File: config.mk
export PLATFORM = sky130hd
export DESIGN_NAME = lsu_mem_requester
export DESIGN_NICKNAME = d
export VERILOG_FILES = /design/src/rtl/lsu_pkg.sv /design/src/rtl/lsu_lane_unit.sv /design/src/rtl/lsu_mem_requester.sv
export SDC_FILE = /design/constraint.sdc
export NUM_CORES = 1
export LEC_CHECK = 0
export CAP_MARGIN = 10
export CORE_UTILIZATION = 51
export DETAILED_ROUTE_END_ITERATION = 8
export PLACE_DENSITY = 0.86
export SLEW_MARGIN = 20
export SYNTH_ARGS = -nofsm -noshare
export SYNTH_HDL_FRONTEND = slang
export SYNTH_SLANG_ARGS = --single-unit
export TNS_END_PERCENT = 10
File: constraint.sdc
create_clock -name clk -period 9.37 [get_ports clk]
set_input_delay 0.937 -clock clk [delete_from_list [all_inputs] [get_ports clk]]
set_output_delay 0.937 -clock clk [all_outputs]
set_load 0.005 [all_outputs]
File: src/rtl/lsu_pkg.sv
// lsu_pkg: shared funct3 codes, FSM states and legality helpers for the LSU requester.
package lsu_pkg;
  localparam logic [2:0] F3_B  = 3'b000;
  localparam logic [2:0] F3_H  = 3'b001;
  localparam logic [2:0] F3_W  = 3'b010;
  localparam logic [2:0] F3_BU = 3'b100;
  localparam logic [2:0] F3_HU = 3'b101;
  typedef enum logic [1:0] {S_IDLE, S_RD_WAIT, S_WR_WAIT} state_t;
  function automatic logic is_legal(input logic we, input logic [2:0] f3);
    return we ? (f3 == F3_B || f3 == F3_H || f3 == F3_W)
              : (f3 == F3_B || f3 == F3_H || f3 == F3_W || f3 == F3_BU || f3 == F3_HU);
  endfunction
  function automatic logic is_misaligned(input logic [2:0] f3, input logic [1:0] off);
    return (f3[1:0] == 2'b01 && off[0]) || (f3[1:0] == 2'b10 && off != 2'b00);
  endfunction
endpackage

File: src/rtl/lsu_lane_unit.sv
// lsu_lane_unit: byte/half lane extract-and-extend for loads and lane merge for sub-word stores.
module lsu_lane_unit
  import lsu_pkg::*;
(
  input  logic [31:0] word,
  input  logic [1:0]  off,
  input  logic [2:0]  funct3,
  input  logic [31:0] wdata,
  output logic [31:0] rdata,
  output logic [31:0] merged
);
  logic [4:0]  sh;
  logic [31:0] lane;
  logic [31:0] mask;
  always_comb begin
    sh     = (funct3[1:0] == 2'b01) ? {off[1], 4'b0000} : {off, 3'b000};
    lane   = word >> sh;
    rdata  = funct3 == F3_B  ? {{24{lane[7]}}, lane[7:0]} :
             funct3 == F3_BU ? {24'b0, lane[7:0]} :
             funct3 == F3_H  ? {{16{lane[15]}}, lane[15:0]} :
             funct3 == F3_HU ? {16'b0, lane[15:0]} : word;
    mask   = funct3 == F3_B ? 32'h0000_00FF << sh :
             funct3 == F3_H ? 32'h0000_FFFF << sh : 32'hFFFF_FFFF;
    merged = (word & ~mask) | ((wdata << sh) & mask);
  end
endmodule

File: src/rtl/lsu_mem_requester.sv
// lsu_mem_requester: turns RV32 load/store ops into word-aligned MMU transactions,
// using read-modify-write for sub-word stores, with a per-wait-state timeout.
module lsu_mem_requester
  import lsu_pkg::*;
#(
  parameter int DATA_WIDTH     = 32,
  parameter int ADDR_WIDTH     = 32,
  parameter int TIMEOUT_CYCLES = 64
) (
  input  logic                  clk,
  input  logic                  rst,
  input  logic                  req_valid,
  output logic                  req_ready,
  input  logic                  req_we,
  input  logic [2:0]            req_funct3,
  input  logic [ADDR_WIDTH-1:0] req_addr,
  input  logic [DATA_WIDTH-1:0] req_wdata,
  output logic                  resp_valid,
  output logic [DATA_WIDTH-1:0] resp_rdata,
  output logic                  resp_err,
  output logic                  mem_valid,
  output logic                  mem_we,
  output logic [ADDR_WIDTH-1:0] mem_addr,
  output logic [DATA_WIDTH-1:0] mem_w_data,
  input  logic [DATA_WIDTH-1:0] mem_r_data,
  input  logic                  mem_ready
);
  localparam int TW = (TIMEOUT_CYCLES > 1) ? $clog2(TIMEOUT_CYCLES) : 1;
  state_t                state_q, state_d;
  logic                  rmw_q, rmw_d;
  logic [1:0]            off_q, off_d;
  logic [2:0]            f3_q, f3_d;
  logic [DATA_WIDTH-1:0] wdata_q, wdata_d;
  logic [TW-1:0]         timer_q, timer_d;
  logic                  mem_valid_q, mem_valid_d, mem_we_q, mem_we_d;
  logic [ADDR_WIDTH-1:0] mem_addr_q, mem_addr_d;
  logic [DATA_WIDTH-1:0] mem_w_data_q, mem_w_data_d;
  logic                  resp_valid_q, resp_valid_d, resp_err_q, resp_err_d;
  logic [DATA_WIDTH-1:0] resp_rdata_q, resp_rdata_d;
  logic [DATA_WIDTH-1:0] load_data, merged_data;
  logic                  timeout_hit, req_bad;
  lsu_lane_unit u_lane (
    .word   (mem_r_data),
    .off    (off_q),
    .funct3 (f3_q),
    .wdata  (wdata_q),
    .rdata  (load_data),
    .merged (merged_data)
  );
  always_comb begin
    timeout_hit  = (TIMEOUT_CYCLES != 0) && (timer_q == TW'(TIMEOUT_CYCLES - 1));
    req_bad      = !is_legal(req_we, req_funct3) || is_misaligned(req_funct3, req_addr[1:0]);
    state_d      = state_q;
    rmw_d        = rmw_q;
    off_d        = off_q;
    f3_d         = f3_q;
    wdata_d      = wdata_q;
    timer_d      = timer_q + TW'(1);
    mem_valid_d  = 1'b0;
    mem_we_d     = 1'b0;
    mem_addr_d   = mem_addr_q;
    mem_w_data_d = mem_w_data_q;
    resp_valid_d = 1'b0;
    resp_err_d   = 1'b0;
    resp_rdata_d = '0;
    if (state_q == S_IDLE) begin
      if (req_valid && req_bad) begin
        resp_valid_d = 1'b1;
        resp_err_d   = 1'b1;
      end else if (req_valid) begin
        rmw_d       = req_we && req_funct3 != F3_W;
        off_d       = req_addr[1:0];
        f3_d        = req_funct3;
        wdata_d     = req_wdata;
        timer_d     = '0;
        mem_valid_d = 1'b1;
        mem_addr_d  = {req_addr[ADDR_WIDTH-1:2], 2'b00};
        mem_we_d    = req_we && req_funct3 == F3_W;
        state_d     = mem_we_d ? S_WR_WAIT : S_RD_WAIT;
        mem_w_data_d = mem_we_d ? req_wdata : mem_w_data_q;
      end
    end else if (mem_ready && state_q == S_RD_WAIT && rmw_q) begin
      state_d      = S_WR_WAIT;
      timer_d      = '0;
      mem_valid_d  = 1'b1;
      mem_we_d     = 1'b1;
      mem_w_data_d = merged_data;
    end else if (mem_ready) begin
      state_d      = S_IDLE;
      resp_valid_d = 1'b1;
      resp_rdata_d = (state_q == S_RD_WAIT) ? load_data : '0;
    end else if (timeout_hit) begin
      state_d      = S_IDLE;
      resp_valid_d = 1'b1;
      resp_err_d   = 1'b1;
    end
  end
  always_ff @(posedge clk or posedge rst) begin
    if (rst) begin
      state_q      <= S_IDLE;
      rmw_q        <= 1'b0;
      off_q        <= '0;
      f3_q         <= '0;
      wdata_q      <= '0;
      timer_q      <= '0;
      mem_valid_q  <= 1'b0;
      mem_we_q     <= 1'b0;
      mem_addr_q   <= '0;
      mem_w_data_q <= '0;
      resp_valid_q <= 1'b0;
      resp_err_q   <= 1'b0;
      resp_rdata_q <= '0;
    end else begin
      state_q      <= state_d;
      rmw_q        <= rmw_d;
      off_q        <= off_d;
      f3_q         <= f3_d;
      wdata_q      <= wdata_d;
      timer_q      <= timer_d;
      mem_valid_q  <= mem_valid_d;
      mem_we_q     <= mem_we_d;
      mem_addr_q   <= mem_addr_d;
      mem_w_data_q <= mem_w_data_d;
      resp_valid_q <= resp_valid_d;
      resp_err_q   <= resp_err_d;
      resp_rdata_q <= resp_rdata_d;
    end
  end
  assign req_ready  = state_q == S_IDLE;
  assign resp_valid = resp_valid_q;
  assign resp_err   = resp_err_q;
  assign resp_rdata = resp_rdata_q;
  assign mem_valid  = mem_valid_q;
  assign mem_we     = mem_we_q;
  assign mem_addr   = mem_addr_q;
  assign mem_w_data = mem_w_data_q;
endmodule

==> results of run 1 <==
## power breakdown
part | internal (mW) | total [mW] | leakage (nW) | switching [mW]
Sequential | 0.807 | 0.968 | 1.80 | 0.161
Clock | 0.374 | 0.629 | 0.267 | 0.255
Combinational | 0.502 | 0.940 | 2.04 | 0.438
Total | 1.68 | 2.54 | 4.11 | 0.854
## metal layers
layer / up-vias / global-route usage / share of wire
li1: 2685 / - / -
met1: 2962 / 0.398 / 0.40
met2: 387 / 0.483 / 0.47
met3: 64 / 0.0883 / 0.095
met4: 0 / 0.130 / 0.036
met5: - / 0 / 0
## per-stage QoR
| stage | hold slack, ns | utilization | power [mW] | instance area [µm²] |
|---|---|---|---|---|
| after floorplan | 0.433 | - | 1.44 | 6880 |
| after global placement | 0.450 | 0.679 | 1.86 | 8950 |
| after detailed placement | 0.474 | 0.679 | 1.89 | 8960 |
| after CTS | 0.488 | 0.721 | 2.53 | 9510 |
| after global routing | 0.502 | 0.721 | 2.67 | 9510 |
| final | 0.482 | 0.721 | 2.54 | 9510 |
## synthesized netlist by cell type (10+ instances only)
cell type / count / share of area
and3_1: 18 / 0.016
nand2b_1: 11 / 0.010
a221oi_1: 16 / 0.020
mux2_2: 67 / 0.11
nor2_1: 63 / 0.034
nand2_1: 75 / 0.041
o21ai_0: 42 / 0.031
a21o_1: 10 / 0.011
dfrtp_1: 144 / 0.52
clkbuf_1: 31 / 0.017
a21oi_1: 13 / 0.0095
o31ai_2: 16 / 0.029
a311oi_1: 14 / 0.018
## state kept, by name, summed over array words and instances (netlist names), 2 cells and up
| register | flops |
|---|---|
| mem_addr | 30 |
| state_q | 2 |
| timer_q | 6 |
| wdata_q | 32 |
| mem_w_data | 32 |
| f3_q | 3 |
| off_q | 2 |
| resp_rdata | 32 |
## how the worst min path moves through the flow
stage	startpoint	end	slack, ns	cells past startpoint
CTS	mem_w_data[18]	mem_w_data[18]	0.49	2
detailed placement	mem_w_data[17]	mem_w_data[17]	0.47	2
finish	mem_w_data[17]	mem_w_data[17]	0.48	2
global placement	timer_q[0]	timer_q[0]	0.45	1
global route	timer_q[0]	timer_q[0]	0.50	1
floorplan	timer_q[0]	timer_q[0]	0.43	1
## final cells by class
class                           count  area (µm²)  share of cell area
Tap cell                          176         220              0.0231
Sequential cell                   144        3600               0.379
Inverter                            5        23.8             0.00250
Multi-Input combinational cell    442        3050               0.320
Timing Repair Buffer              208        2070               0.218
Clock buffer                       20         457              0.0480
Clock inverter                     11        91.3             0.00960
## layout by cell type (no fill, tap or decap), drive strengths merged, types with 2 or more instances in the layout
| master | instances |
|---|---|
| a22o | 8 |
| mux2i | 9 |
| and3 | 18 |
| buf | 6 |
| o31ai | 16 |
| inv | 5 |
| or2 | 2 |
| nand3 | 5 |
| a2bb2oi | 7 |
| o21ai | 43 |
| xnor2 | 2 |
| nor2 | 64 |
| nand4b | 2 |
| clkdlybuf4s50 | 202 |
| nor2b | 2 |
| clkbuf | 20 |
| nor3b | 2 |
| dfrtp | 144 |
| a211oi | 8 |
| nor3 | 9 |
| a311oi | 15 |
| o22ai | 9 |
| a21o | 10 |
| nand2 | 75 |
| xor2 | 2 |
| o221a | 7 |
| a31oi | 8 |
| nand2b | 11 |
| mux2 | 67 |
| a221oi | 16 |
| clkinv | 7 |
| conb | 2 |
| clkinvlp | 3 |
| a21oi | 13 |
## worst max-delay path, cell delays in order (launching register included)
cell	delay, ns
dfrtp_1	0.42
or2_2	0.63
inv_2	0.60
clkdlybuf4s50_1	0.62
## kinds of logic (layout without fill, tap and decap cells)
logic type / Yosys count / after routing / share of synthesized area
other: 1 / 2 / 0.000545
adders and majority gates: 1 / 1 / 0.00182
AOI/OAI and AO/OA: 167 / 167 / 0.185
buffers and inverters: 52 / 244 / 0.0353
DFF: 144 / 144 / 0.524
xor gates and xnor gates: 4 / 4 / 0.00509
muxes: 77 / 77 / 0.126
and+or+nand+nor: 191 / 191 / 0.122
==> results by group, run 1 <==
Status
  • Run status: completed

STA
  • Final setup TNS: 0 ns
  • Worst slew margin: 0.297
  • Final min period: 3.66 ns
  • Slew @ Worst Pin: 1.05 ns
  • Max Slew Vio Count: 0
  • Worst Skew: 0.00911 ns
  • Final period utilization: 0.390
  • Post-route setup slack: 5.71 ns
  • Setup Viol. Count Final: 0
  • Max Fclk: 0.273 GHz
  • RSZ-0062 raised after global routing: false
  • Final-report hold violation count: 0

Global route
  • First-pass GRT wire length: 32700 µm
  • Vias in the first global route: 6078
  • Initial antenna violation count: 0
  • Pin count of the biggest net entering global routing: 80
  • GRT Residual Overflow: 0
  • Total GRT Usage: 0.307

Drt
  • 1st-iter DRT viols: 535
  • Final WL: 20800 µm
  • Detailed-route via count: 6098
  • Vias per std cell: 6.06
  • DR pass1 iterations: 7
  • # DRC: 0
  • Avg WL per Cell: 20.7 µm
  • ANT nets after route: 0

Layout
  • # fillers: 911
  • # diodes: 0
  • Share of cells above drive strength 1: 0.165
  • Layout Nets: 923
  • Final non-filler cell total: 1006
  • Area Overhead vs Synth: 38.3%

Clock network
  • Clock transition at the registers of the reported paths: 0.06 ns
  • Clock sinks: 144
  • Clock root buffer: clkbuf_16
  • Worst-Skew Late Latency: 0.43 ns
  • CTS tree: yes
  • Hold buffer count at CTS: 0
  • Max Root-Sink Buffers: 2
  • Post-cts gate resize count: 0
  • Post-CTS setup buffers: 0
  • H-tree Lvls: 4
  • TritonCTS Buffers: 17

Synth
  • Syn. warnings: 0
  • Ys flop type: dfrtp_1
  • Mapped cell area: 6880 µm²
  • Library cells used by synthesis: 48
  • #FFs+latches synth: 144
  • Synth async-reset ratio: 1.00
  • Sequential area share after synthesis: 0.524
  • Synth Instances: 637
  • EDFF count, synth: 0
  • Syn Area/Cell: 10.8 µm²

Place
  • GP Congestion: 0.898
  • Detail Placement HPWL: 14600 µm
  • Placed Cells: 975
  • Port buffer count: 202
  • Place WS: 6.05 ns

Die
  • Initial core utilization: 0.522
  • Area of the core: 13200 µm²
  • Overall die height: 118 µm
  • Top-level I/O count: 205
  • Die X: 118 µm
  • Core Rows: 42
  • Die area: 14000 µm²

Setup path
  • Reg-to-Reg End: resp_rdata[18]
  • Reg-to-reg critical path startpoint: f3_q[1]
  • CP Class: register to output pin
  • Req. time, crit path: 8.43 ns
  • WP data arrival: 2.72 ns
  • Depth of the most critical reg-to-reg path: 6
  • CP Launch Type: register
  • Crit-path max FO: 42
  • Crit. Startpoint: state_q[1]
  • Critical Path Sink: req_ready
  • Crit end category: output pin
  • R2R setup slack: 5.96 ns

Power
  • Peak VDD IR: 0.187 mV
  • P_leak: 4.11 nW
  • Power Density: 267 nW/µm²

Job
  • MaxCap Viol Count: 0

Hold path
  • Worst min-delay path class: register to register
No activity file was read; power rests on OpenSTA's default activity.
==> inputs of run 2 (changes only) <==
--- a/config.mk
+++ b/config.mk
@@ -6,9 +6,9 @@
 export NUM_CORES = 1
 export LEC_CHECK = 0
 export CAP_MARGIN = 10
-export CORE_UTILIZATION = 51
+export CORE_UTILIZATION = 48
 export DETAILED_ROUTE_END_ITERATION = 8
-export PLACE_DENSITY = 0.86
+export PLACE_DENSITY = 0.81
 export SLEW_MARGIN = 20
 export SYNTH_ARGS = -nofsm -noshare
 export SYNTH_HDL_FRONTEND = slang
==> constraint.sdc (replaced) <==
create_clock -name clk -period 3.55 [get_ports clk]
set_input_delay 0.355 -clock clk [delete_from_list [all_inputs] [get_ports clk]]
set_output_delay 0.355 -clock clk [all_outputs]
set_load 0.005 [all_outputs]
==> results by group, run 2 (synthesized netlist as in run 1, its figures left out) <==
Status
  • Run status: completed (unchanged)

Die
  • Die area: 14800 µm² (was 14000 µm²)
  • Die X: 122 µm (was 118 µm)
  • Overall die height: 122 µm (was 118 µm)
  • Core Rows: 43 (was 42)
  • Area of the core: 13900 µm² (was 13200 µm²)
  • Initial core utilization: 0.494 (was 0.522)
  • Top-level I/O count: 205 (unchanged)

Clock network
  • TritonCTS Buffers: 17 (unchanged)
  • Post-cts gate resize count: 0 (unchanged)
  • Max Root-Sink Buffers: 2 (unchanged)
  • H-tree Lvls: 4 (unchanged)
  • Clock root buffer: clkbuf_16 (unchanged)
  • Clock sinks: 144 (unchanged)
  • Hold buffer count at CTS: 0 (unchanged)
  • CTS tree: yes (unchanged)
  • Worst-Skew Late Latency: 0.43 ns (about the same)
  • Clock transition at the registers of the reported paths: 0.06 ns (about the same)
  • Post-CTS setup buffers: 0 (unchanged)

Layout
  • Most frequent cells in the layout: clkdlybuf4s50_1, dfrtp_1, nand2_1, mux2_2, nor2_1 (unchanged)
  • Area Overhead vs Synth: 39.6% (was 38.3%)
  • # fillers: 1006 (was 911)
  • Share of cells above drive strength 1: 0.170 (was 0.165)
  • Layout Nets: 931 (was 923)
  • Final non-filler cell total: 1019 (was 1006)
  • Commonest non-fill, non-tap cell in the layout: clkdlybuf4s50_1 (unchanged)
  • Util after Layout: 0.689 (was 0.721)
  • # diodes: 0 (unchanged)
  • Post-route cell area: 9600 µm² (was 9510 µm²)

Drt
  • DR pass1 iterations: 6 (was 7)
  • ANT nets after route: 0 (unchanged)
  • Final WL: 20700 µm (was 20800 µm)
  • # DRC: 0 (unchanged)
  • Avg WL per Cell: 20.3 µm (was 20.7 µm)
  • Detailed-route via count: 5994 (was 6098)
  • 1st-iter DRT viols: 595 (was 535)
  • Vias per std cell: 5.88 (was 6.06)

Power
  • Flop pwr share: 0.376 (was 0.382)
  • Logic pwr share: 0.376 (was 0.371)
  • Pwr Total: 6.74 mW (was 2.54 mW)
  • Peak VDD IR: 0.477 mV (was 0.187 mV)
  • Clock power share: 0.248 (about the same)
  • Power Density: 702 nW/µm² (was 267 nW/µm²)
  • Sw frac: 0.342 (was 0.337)
  • Pint: 4.44 mW (was 1.68 mW)
  • P_leak: 4.14 nW (was 4.11 nW)
  • Net Sw Power: 2.30 mW (was 854 µW)

Hold path
  • Worst min-delay path class: input pin to async pin (was register to register)

STA
  • Final setup TNS: 0 ns (unchanged)
  • Worst slew margin: 0.388 (was 0.297)
  • Post-route setup slack: 0.718 ns (was 5.71 ns)
  • Setup Viol. Count Final: 0 (unchanged)
  • RSZ-0062 raised after global routing: false (unchanged)
  • Final-report hold violation count: 0 (unchanged)
  • Max Slew Vio Count: 0 (unchanged)
  • Worst Skew: 0.00777 ns (was 0.00911 ns)
  • Max Fclk: 0.353 GHz
  • Slew @ Worst Pin: 0.918 ns (was 1.05 ns)
  • Final min period: 2.83 ns
  • Final period utilization: 0.798
  • Hold_ws: 0.273 ns (was 0.482 ns)

Global route
  • Vias in the first global route: 5791 (was 6078)
  • M1 GR Usage: 0.363 (was 0.398)
  • First-pass GRT wire length: 31200 µm (was 32700 µm)
  • Total GRT Usage: 0.283 (was 0.307)
  • Pin count of the biggest net entering global routing: 72 (was 80)
  • Met3 GRT Util: 0.0609 (was 0.0883)
  • Layer with the highest usage: met2 (unchanged)
  • GRT Residual Overflow: 0 (unchanged)
  • Initial antenna violation count: 0 (unchanged)
  • Met2 Usage GRT: 0.460 (was 0.483)

Setup path
  • CP Launch Type: register (unchanged)
  • WP data arrival: 3.19 ns (was 2.72 ns)
  • Crit-path max FO: 28 (was 42)
  • Crit end category: register (was output pin)
  • Req. time, crit path: 3.91 ns (was 8.43 ns)
  • CP Class: register to register (was register to output pin)

Place
  • Placed Cells: 986 (was 975)
  • GP Congestion: 0.950 (was 0.898)
  • Detail Placement HPWL: 14900 µm (was 14600 µm)
  • Place WS: 0.703 ns (was 6.05 ns)
  • Placement Cell Area: 9030 µm² (was 8960 µm²)
  • Port buffer count: 202 (unchanged)

Job
  • MaxCap Viol Count: 0 (unchanged)
==> run 2: changes by cell type in the layout (fill, tap and decap cells not counted), sizes merged <==
cell,change
buf,+8
clkbuf,-1
clkinv,-2
clkinvlp,+4
==> run 2: power by group through the flow <==
stage,clock (mW),sequential (mW),combinational (mW)
after floorplan,0,2.44,1.36
after global placement,0,2.53,2.43
after detailed placement,0,2.55,2.50
after CTS,1.68,2.53,2.53
after global routing,1.75,2.58,2.73
final,1.67,2.54,2.54
==> run 2: area by class of cell <==
class / instances / area [µm²] / area share
Clock buffer: 19 / 433 / 0.0451
Clock inverter: 13 / 116 / 0.0121
Inverter: 5 / 22.5 / 0.00234
Multi-Input combinational cell: 442 / 3040 / 0.316
Sequential cell: 144 / 3600 / 0.375
Tap cell: 180 / 225 / 0.0234
Timing Repair Buffer: 216 / 2160 / 0.225
==> run 2: routing by layer <==
metal	routed length [µm]	vias up	part of all wire
met5	0	-	0
met4	641	0	0.031
met3	1570	54	0.076
met2	10100	280	0.49
met1	8450	2961	0.41
li1	-	2699	-
==> run 2: worst max-delay path: stages, from the launching register on <==
cell	delay, ns
dfrtp_1	0.71
nand2b_1	0.47
nand2_1	0.48
buf_4	0.36
nor3_1	0.10
a31oi_1	0.36
o221a_2	0.28
==> run 2: final timing paths <==
| kind | start | endpoint | slack (ns) | cells after the start |
|---|---|---|---|---|
| worst min register to register | mem_w_data[19] | mem_w_data[19] | 0.49 | 2 |
| min in group clk | mem_w_data[19] | mem_w_data[19] | 0.49 | 2 |
| worst max-delay path | f3_q[0] | resp_rdata[1] | 0.72 | 6 |
| worst max register to register | f3_q[0] | resp_rdata[1] | 0.72 | 6 |
| max in group asynchronous | rst | wdata_q[21] | 2.42 | 4 |
| worst min-delay path | rst | resp_rdata[0] | 0.27 | 2 |
==> inputs of run 3 (changes only) <==
==> constraint.sdc (replaced) <==
create_clock -name clk -period 2.9 [get_ports clk]
set_input_delay 0.29 -clock clk [delete_from_list [all_inputs] [get_ports clk]]
set_output_delay 0.29 -clock clk [all_outputs]
set_load 0.005 [all_outputs]
==> results by group, run 3 (synthesized netlist as in run 1, its figures left out) <==
Status
  • Run status: completed (unchanged)

Global route
  • Initial antenna violation count: 0 (unchanged)
  • Total GRT Usage: 0.292 (was 0.283)
  • Pin count of the biggest net entering global routing: 72 (unchanged)
  • First-pass GRT wire length: 32300 µm (was 31200 µm)
  • Vias in the first global route: 5877 (was 5791)
  • GRT Residual Overflow: 0 (unchanged)

STA
  • Max Slew Vio Count: 0 (unchanged)
  • Setup Viol. Count Final: 0 (unchanged)
  • Final setup TNS: 0 ns (unchanged)
  • Max Fclk: 0.412 GHz (was 0.353 GHz)
  • RSZ-0062 raised after global routing: false (unchanged)
  • Final-report hold violation count: 0 (unchanged)
  • Final min period: 2.43 ns (was 2.83 ns)
  • Slew @ Worst Pin: 0.907 ns (was 0.918 ns)
  • Worst Skew: 0.00811 ns (was 0.00777 ns)
  • Worst slew margin: 0.395 (was 0.388)
  • Final period utilization: 0.838 (was 0.798)

Die
  • Top-level I/O count: 205 (unchanged)
  • Core Rows: 43 (unchanged)
  • Overall die height: 122 µm (unchanged)
  • Area of the core: 13900 µm² (unchanged)
  • Die X: 122 µm (unchanged)
  • Initial core utilization: 0.494 (unchanged)
  • Die area: 14800 µm² (unchanged)

Setup path
  • Critical Path Sink: resp_rdata[1] (unchanged)
  • WP data arrival: 2.74 ns (was 3.19 ns)
  • CP Buf/Inv Count: 1 (unchanged)
  • Critical Path Stages: 6 (unchanged)
  • Reg-to-reg critical path startpoint: f3_q[0] (unchanged)
  • Crit-path slowest cell: dfrtp_1 (unchanged)
  • Crit. Startpoint: f3_q[0] (unchanged)
  • Crit end category: register (unchanged)
  • Largest delay share family, worst path: simple AND/OR/NAND/NOR gates (unchanged)
  • Crit-path max FO: 24 (was 28)
  • CP Cell Sequence: nor2b_1, nor2_2, buf_4, nor2_1, nor2_1, o221a_2 (was nand2b_1, nand2_1, buf_4, nor3_1, a31oi_1, o221a_2)
  • Max stage delay on crit path: 0.70 ns (was 0.71 ns)
  • R2R setup slack: 0.47 ns (was 0.72 ns)
  • Req. time, crit path: 3.21 ns (was 3.91 ns)
  • Depth of the most critical reg-to-reg path: 6 (unchanged)
  • CP Class: register to register (unchanged)
  • CP Launch Type: register (unchanged)
  • Reg-to-Reg End: resp_rdata[1] (unchanged)
  • Worst path most repeated cell: nor2_1

Power
  • Power Density: 890 nW/µm² (was 702 nW/µm²)
  • Logic pwr share: 0.364 (was 0.376)
  • Pint: 5.83 mW (was 4.44 mW)
  • Peak VDD IR: 0.537 mV (was 0.477 mV)
  • P_leak: 4.21 nW (was 4.14 nW)
  • Net Sw Power: 2.83 mW (was 2.30 mW)
  • Sw frac: 0.327 (was 0.342)
  • Clock power share: 0.279 (was 0.248)
  • Flop pwr share: 0.357 (was 0.376)

Layout
  • # fillers: 981 (was 1006)
  • Area Overhead vs Synth: 41.4% (was 39.6%)
  • Util after Layout: 0.698 (was 0.689)
  • Share of cells above drive strength 1: 0.177 (was 0.170)
  • # diodes: 0 (unchanged)
  • Commonest non-fill, non-tap cell in the layout: clkdlybuf4s50_1 (unchanged)
  • Reg area: 3600 µm² (unchanged)
  • Final non-filler cell total: 1023 (was 1019)
  • Layout Nets: 936 (was 931)
  • Area of the multi-input gates: 3040 µm² (unchanged)
  • Most frequent cells in the layout: clkdlybuf4s50_1, dfrtp_1, nand2_1, mux2_2, nor2_1 (unchanged)

Drt
  • DR pass1 iterations: 5 (was 6)
  • # DRC: 0 (unchanged)
  • Vias per std cell: 5.94 (was 5.88)
  • 1st-iter DRT viols: 680 (was 595)
  • Final WL: 20800 µm (was 20700 µm)
  • Detailed-route via count: 6080 (was 5994)
  • ANT nets after route: 0 (unchanged)
  • Avg WL per Cell: 20.4 µm (was 20.3 µm)

Clock network
  • Clock root buffer: clkbuf_16 (unchanged)
  • H-tree Lvls: 4 (unchanged)
  • TritonCTS Buffers: 17 (unchanged)
  • Hold buffer count at CTS: 0 (unchanged)
  • Post-CTS setup buffers: 0 (unchanged)
  • Clock transition at the registers of the reported paths: 0.06 ns (about the same)
  • Max Root-Sink Buffers: 2 (unchanged)
  • CTS tree: yes (unchanged)
  • Post-cts gate resize count: 0 (unchanged)
  • Worst-Skew Late Latency: 0.43 ns (about the same)
  • Clock sinks: 144 (unchanged)

Job
  • MaxCap Viol Count: 0 (unchanged)

Place
  • Port buffer count: 202 (unchanged)
  • Detail Placement HPWL: 15200 µm (was 14900 µm)
  • GP Congestion: 0.923 (was 0.950)
  • Placed Cells: 992 (was 986)

Hold path
  • Worst min-delay path class: input pin to async pin (unchanged)
-- run 3: cell types whose count changed in the layout (fill, tap and decap cells not counted), moves of 2 or more --
cell / delta
buf_4: +6
clkinvlp_4: -3
clkbuf_1: -2
inv_6: +2
bufinv_16: +4
clkinv_4: -2
-- run 3: worst register-to-register path, cell delays in order, from the launching register on --
cell	delay [ns]
dfrtp_1	0.70
nor2b_1	0.27
nor2_2	0.07
buf_4	0.23
nor2_1	0.49
nor2_1	0.23
o221a_2	0.33
-- run 3: power groups by stage --
stage	clock network, mW	registers, mW	logic, mW
floorplan	0	2.99	1.66
global placement	0	3.09	3.03
detailed placement	0	3.11	3.11
CTS	2.43	3.08	3.14
global route	2.53	3.16	3.39
finish	2.41	3.09	3.15
-- run 3: routing by layer --
layer / vias up / track usage / wire (µm)
li1: 2717 / - / -
met1: 2992 / 0.384 / 8620
met2: 324 / 0.472 / 10100
met3: 47 / 0.0716 / 1650
met4: 0 / 0.103 / 495
met5: - / 0 / 0
-- run 3: layout make-up --
class	count	area share
repair buffers	221	0.225
clock buffers	18	0.0451
clock inverters	13	0.0215
inverters	5	0.00232
well taps	180	0.0232
flip-flops and latches	144	0.370
multi-input cells	442	0.312
-- run 3: worst min-delay path by stage --
stage          depth (start not counted)        from  slack (ns)             to
6_report                               2         rst        0.28  resp_rdata[3]
5_1_grt                                2         rst        0.31  resp_rdata[1]
4_1_cts                                2         rst        0.28  resp_rdata[3]
3_5_place_dp                           1  timer_q[0]        0.46     timer_q[0]
3_3_place_gp                           1  timer_q[0]        0.45     timer_q[0]
2_1_floorplan                          1   mem_ready        0.40       resp_err
-- run 3: per-stage QoR --
stage | hold slack, ns | instance area (µm²) | setup slack [ns] | power, mW
CTS | 0.282 | 9730 | 0.546 | 8.66
finish | 0.275 | 9730 | 0.470 | 8.66
global route | 0.307 | 9730 | 0.335 | 9.08
detailed placement | 0.459 | 9080 | 0.302 | 6.22
floorplan | 0.402 | 6890 | 0.805 | 4.65
global placement | 0.449 | 9080 | 0.412 | 6.12
==> RTL edit 1, RTL diff (settings of run 3) <==
Put one more register stage on the output `resp_err`, with the module's reset. The value now appears one clock later. The other outputs are not delayed to match.
--- a/src/rtl/lsu_mem_requester.sv
+++ b/src/rtl/lsu_mem_requester.sv
@@ -128,7 +128,13 @@
   end
   assign req_ready  = state_q == S_IDLE;
   assign resp_valid = resp_valid_q;
-  assign resp_err   = resp_err_q;
+  always_ff @(posedge clk or posedge rst) begin
+    if (rst) begin
+      resp_err <= '0;
+    end else begin
+      resp_err <= resp_err_q;
+    end
+  end
   assign resp_rdata = resp_rdata_q;
   assign mem_valid  = mem_valid_q;
   assign mem_we     = mem_we_q;
Behaviour: not the same (Yosys sat finds a counterexample within 4 cycles, from zero or initial values and one cycle with rst high).
==> RTL edit 1 against run 3 <==
Worst hold slack improved by 0.094 ns. Non-clock buffer count decreased by 3. Total power decreased by 1.6%. Count of clock-buffer cells in the layout unchanged. Area after synthesis increased by 0.36%. Routed wire length decreased by 0.12%. Die area increased by 0.35%. Clock skew decreased by 0.0013 ns. Final area decreased by 0.40%. Final cell count about the same. Utilization decreased by 0.28 points. Worst setup slack got worse by 0.069 ns. Sequential cell count increased by 1.
==> RTL edit 1: results (changes against run 3) <==
- Status: finished clean (unchanged).
- The post-synthesis compound-gate area fraction is 0.185 (about the same).
- The final weighted congestion in routability-driven placement is 0.925 (was 0.923).
- The reg-to-reg endpoint is mem_w_data[24]$_DFFE_PP0P_ (was resp_rdata[1]$_DFF_PP0_).
- The first-pass GRT wire length is 31600 µm (was 32300 µm).
- The final setup skew is 0.00682 ns (was 0.00811 ns).
- The launching element of the worst setup path is state_q[1]$_DFFE_PP0P_ (was f3_q[0]$_DFFE_PP0P_).
- The wire length on met1 came to 8420 µm (was 8620 µm).
- The global-route track usage on met1 is 0.380 (was 0.384).
- The reported leakage power came to 4.18 nW (was 4.21 nW).
- The classification of the worst-slack hold path is reg -> reg (was in -> async).
- The layout cell share with drive strength beyond 1 is 0.175 (was 0.177).
- The sequential share of the synthesized area is 0.525 (was 0.524).
- The maximum number of pins on one net before global-route repair was 146 (was 72).
- The fraction of synthesized cell area in xor and xnor cells is 0.00507 (was 0.00509).
- The share of total power consumed by net switching is 0.334 (was 0.327).
- The number of fill cells in the layout came to 986 (was 981).
- The number of non-filler instances in the completed layout is 1022 (was 1023).
- The via count of the first global-routing pass is 5785 (was 5877).
- The post-place instance area is 9070 µm² (was 9080 µm²).
- The cell count after placement is 990 (was 992).
- The termination of the worst setup path is req_ready (was resp_rdata[1]$_DFF_PP0_).
- The clock share of power is 0.267 (was 0.279).
- Synth area leaders: sky130_fd_sc_hd__dfrtp_1 (53%), sky130_fd_sc_hd__mux2_2 (11%), sky130_fd_sc_hd__nand2_1 (4.1%) (was sky130_fd_sc_hd__dfrtp_1 (52%), sky130_fd_sc_hd__mux2_2 (11%), sky130_fd_sc_hd__nand2_1 (4.1%)).
- The switching power summed over all nets is 2.85 mW (was 2.83 mW).
- The vias after detailed routing is 6009 (was 6080).
- The minimum setup slack after placement is 0.251 ns (was 0.302 ns).
- The startpoint of the most critical register-to-register path is f3_q[1]$_DFFE_PP0P_ (was f3_q[0]$_DFFE_PP0P_).
- The met3 routing resource usage after global routing is 0.0566 (was 0.0716).
- The time the final worst path needs with I/O delays and setup came to 2.50 ns (was 2.43 ns).
- The sum of met2 wire segment lengths after detailed routing was 10100 µm (about the same).
- The instance count of the mapped netlist is 638 (was 637).
- The worst stage delay on the critical path was 0.60 ns (was 0.70 ns).
- The worst-case vdd ir drop came to 0.579 mV (was 0.537 mV).
RTL edit 1: how the worst min path moves through the flow:
stage                          from                 end  slack, ns  cells after the start
4_1_cts        resp_err_q$_DFF_PP0_  resp_err$_DFF_PP0_       0.38                      0
3_5_place_dp   resp_err_q$_DFF_PP0_  resp_err$_DFF_PP0_       0.37                      0
3_3_place_gp   resp_err_q$_DFF_PP0_  resp_err$_DFF_PP0_       0.34                      0
6_report       resp_err_q$_DFF_PP0_  resp_err$_DFF_PP0_       0.37                      0
5_1_grt        resp_err_q$_DFF_PP0_  resp_err$_DFF_PP0_       0.37                      0
2_1_floorplan  resp_err_q$_DFF_PP0_  resp_err$_DFF_PP0_       0.33                      0
RTL edit 1: area by class of cell:
class,instances,share of cell area
Multi-Input combinational cell,442,0.314
Clock inverter,14,0.0186
Timing Repair Buffer,218,0.222
Sequential cell,145,0.374
Tap cell,180,0.0232
Inverter,5,0.00232
Clock buffer,18,0.0453
==> RTL edit 2, RTL diff (flow settings as in run 3) <==
Made on the original files. Change the parameter `ADDR_WIDTH` from 32 to 64.
--- a/src/rtl/lsu_mem_requester.sv
+++ b/src/rtl/lsu_mem_requester.sv
@@ -4,7 +4,7 @@
   import lsu_pkg::*;
 #(
   parameter int DATA_WIDTH     = 32,
-  parameter int ADDR_WIDTH     = 32,
+  parameter int ADDR_WIDTH     = 64,
   parameter int TIMEOUT_CYCLES = 64
 ) (
   input  logic                  clk,
Interface: changed (resized mem_addr and req_addr); port bits go from 205 to 269. No check against the original RTL was run, so the function may have changed too.
==> RTL edit 2 against run 3 <==
Sequential cell count grew 32. Routed wire length grew 13%. Count of clock-buffer cells in the layout grew 3. Worst hold slack gained 0.098 ns. Largest power group is now registers. Final area grew 18%. Total power grew 12%. Area after synthesis grew 16%. Clock skew shrank 0.00061 ns. Worst setup slack gained 0.049 ns.
==> RTL edit 2: results (changes against run 3) <==
- Status: finished clean (unchanged).
- The total power is 9.66 mW (was 8.66 mW).
- The count of unique library cells instantiated by Yosys is 50 (was 48).
- The remaining max-slew budget at the tightest pin is 0.511 (was 0.395).
- Synth area leaders: sky130_fd_sc_hd__dfrtp_1 (55%), sky130_fd_sc_hd__mux2_2 (16%), sky130_fd_sc_hd__nand2_1 (2.4%) (was sky130_fd_sc_hd__dfrtp_1 (52%), sky130_fd_sc_hd__mux2_2 (11%), sky130_fd_sc_hd__nand2_1 (4.1%)).
- The design internal power is 6.68 mW (was 5.83 mW).
- The first-pass GRT wire length is 37000 µm (was 32300 µm).
- Commonest cells in the synthesized netlist: sky130_fd_sc_hd__dfrtp_1 (176), sky130_fd_sc_hd__mux2_2 (115), sky130_fd_sc_hd__nand2_1 (52), sky130_fd_sc_hd__a21oi_1 (36), sky130_fd_sc_hd__o21ai_0 (33) (was sky130_fd_sc_hd__dfrtp_1 (144), sky130_fd_sc_hd__nand2_1 (75), sky130_fd_sc_hd__mux2_2 (67), sky130_fd_sc_hd__nor2_1 (63), sky130_fd_sc_hd__o21ai_0 (42)).
- The clock share of power is 0.249 (was 0.279).
- The sum of met2 wire segment lengths after detailed routing is 11100 µm (was 10100 µm).
- The worst-case vdd ir drop is 0.458 mV (was 0.537 mV).
- The number of iterations in the first detailed-routing pass is 5 (unchanged).
- The met2 track demand over resource came to 0.440 (was 0.472).
- The global router's overall resource usage was 0.279 (was 0.292).
- The count of instances resized after the clock tree is built is 0 (unchanged).
- The met3 routing resource usage after global routing came to 0.0679 (was 0.0716).
- The average routed wire per standard cell was 20.5 µm (was 20.4 µm).
- The count of buffers added by post-CTS timing repair for setup is 0 (unchanged).
- The sequential power is 3.70 mW (was 3.09 mW).
- The final weighted congestion in routability-driven placement was 0.889 (was 0.923).
- The maximum fanout count along the critical path came to 9 (was 24).
- The sequential share of the synthesized area came to 0.550 (was 0.524).
- The worst stage delay on the critical path is 0.60 ns (was 0.70 ns).
- The slowest library cell on the worst path is sky130_fd_sc_hd__clkdlybuf4s50_1 (was sky130_fd_sc_hd__dfrtp_1).
- The kind of cell adding the most delay to the critical path is buffers and inverters (was simple AND/OR/NAND/NOR gates).
- The routed length on met3 is 1880 µm (was 1650 µm).
- The vias after detailed routing came to 6651 (was 6080).
- The count of input and output buffers is 266 (was 202).
- The global-route track usage on met1 was 0.363 (was 0.384).
- The count of yosys warnings during synthesis is 0 (unchanged).
- The reported leakage power is 4.88 nW (was 4.21 nW).
- The wire length on met1 came to 9710 µm (was 8620 µm).
- The total half-perimeter wirelength after legalization and detailed placement is 16800 µm (was 15200 µm).
- The register with the most flip-flops in the layout has just over 60 of them.
- The final-stage net count is 1062 (was 936).
- The layout cell share with drive strength beyond 1 came to 0.190 (was 0.177).
- The final setup skew came to 0.00750 ns (was 0.00811 ns).
- The maximum number of pins on one net before global-route repair was 90 (was 72).
- The arrival time reported for the critical path endpoint is 2.09 ns (was 2.74 ns).
- The number of design-rule violations left by the first detailed-router iteration is 414 (was 680).
[RTL edit 2: cell type report]
type	count	area, µm²
Tap cell	216	270
Fill cell	1187	4550
Clock inverter	11	153
Timing Repair Buffer	284	2850
Clock buffer	21	470
Sequential cell	176	4400
Multi-Input combinational cell	442	3340
Inverter	4	20.0
[RTL edit 2: cells by family (layout without fill, tap and decap cells)]
kind of cell,count (synthesis),after routing,synth area share
compound gates,190,190,0.168
xor+xnor,4,4,0.00438
other cells,1,2,0.000468
fa+ha+maj,1,1,0.00156
buf+inv,57,320,0.0349
mux,118,118,0.167
simple gates,127,127,0.0739
flops,176,176,0.550
[RTL edit 2: tightest hold or removal path: cells and delay by family]
family / cells / cell delay (ns)
buffers and inverters: 3 / 0.93
[RTL edit 2: stage by stage]
stage	area (µm²)	setup WS, ns	hold WS [ns]	util	instances
after floorplan	8010	0.357	0.386	-	675
after global placement	10900	0.459	0.447	0.678	1122
after detailed placement	10900	0.388	0.454	0.678	1122
after CTS	11500	0.540	0.404	0.716	1154
after global routing	11500	0.457	0.419	0.716	1154
final	11500	0.519	0.373	0.716	1154
[RTL edit 2: final timing paths]
path / slack, ns / depth (start not counted) / end / startpoint
max: 0.52 / 3 / req_ready / state_q[1]$_DFFE_PP0P_
min: 0.37 / 3 / mem_w_data[3]$_DFFE_PP0P_ / rst
max reg2reg: 0.62 / 5 / resp_rdata[15]$_DFF_PP0_ / f3_q[0]$_DFFE_PP0P_
min reg2reg: 0.46 / 1 / timer_q[0]$_DFF_PP0_ / timer_q[0]$_DFF_PP0_
max in group asynchronous: 2.13 / 3 / mem_addr[12]$_DFFE_PP0P_ / rst
min in group clk: 0.46 / 1 / timer_q[0]$_DFF_PP0_ / timer_q[0]$_DFF_PP0_
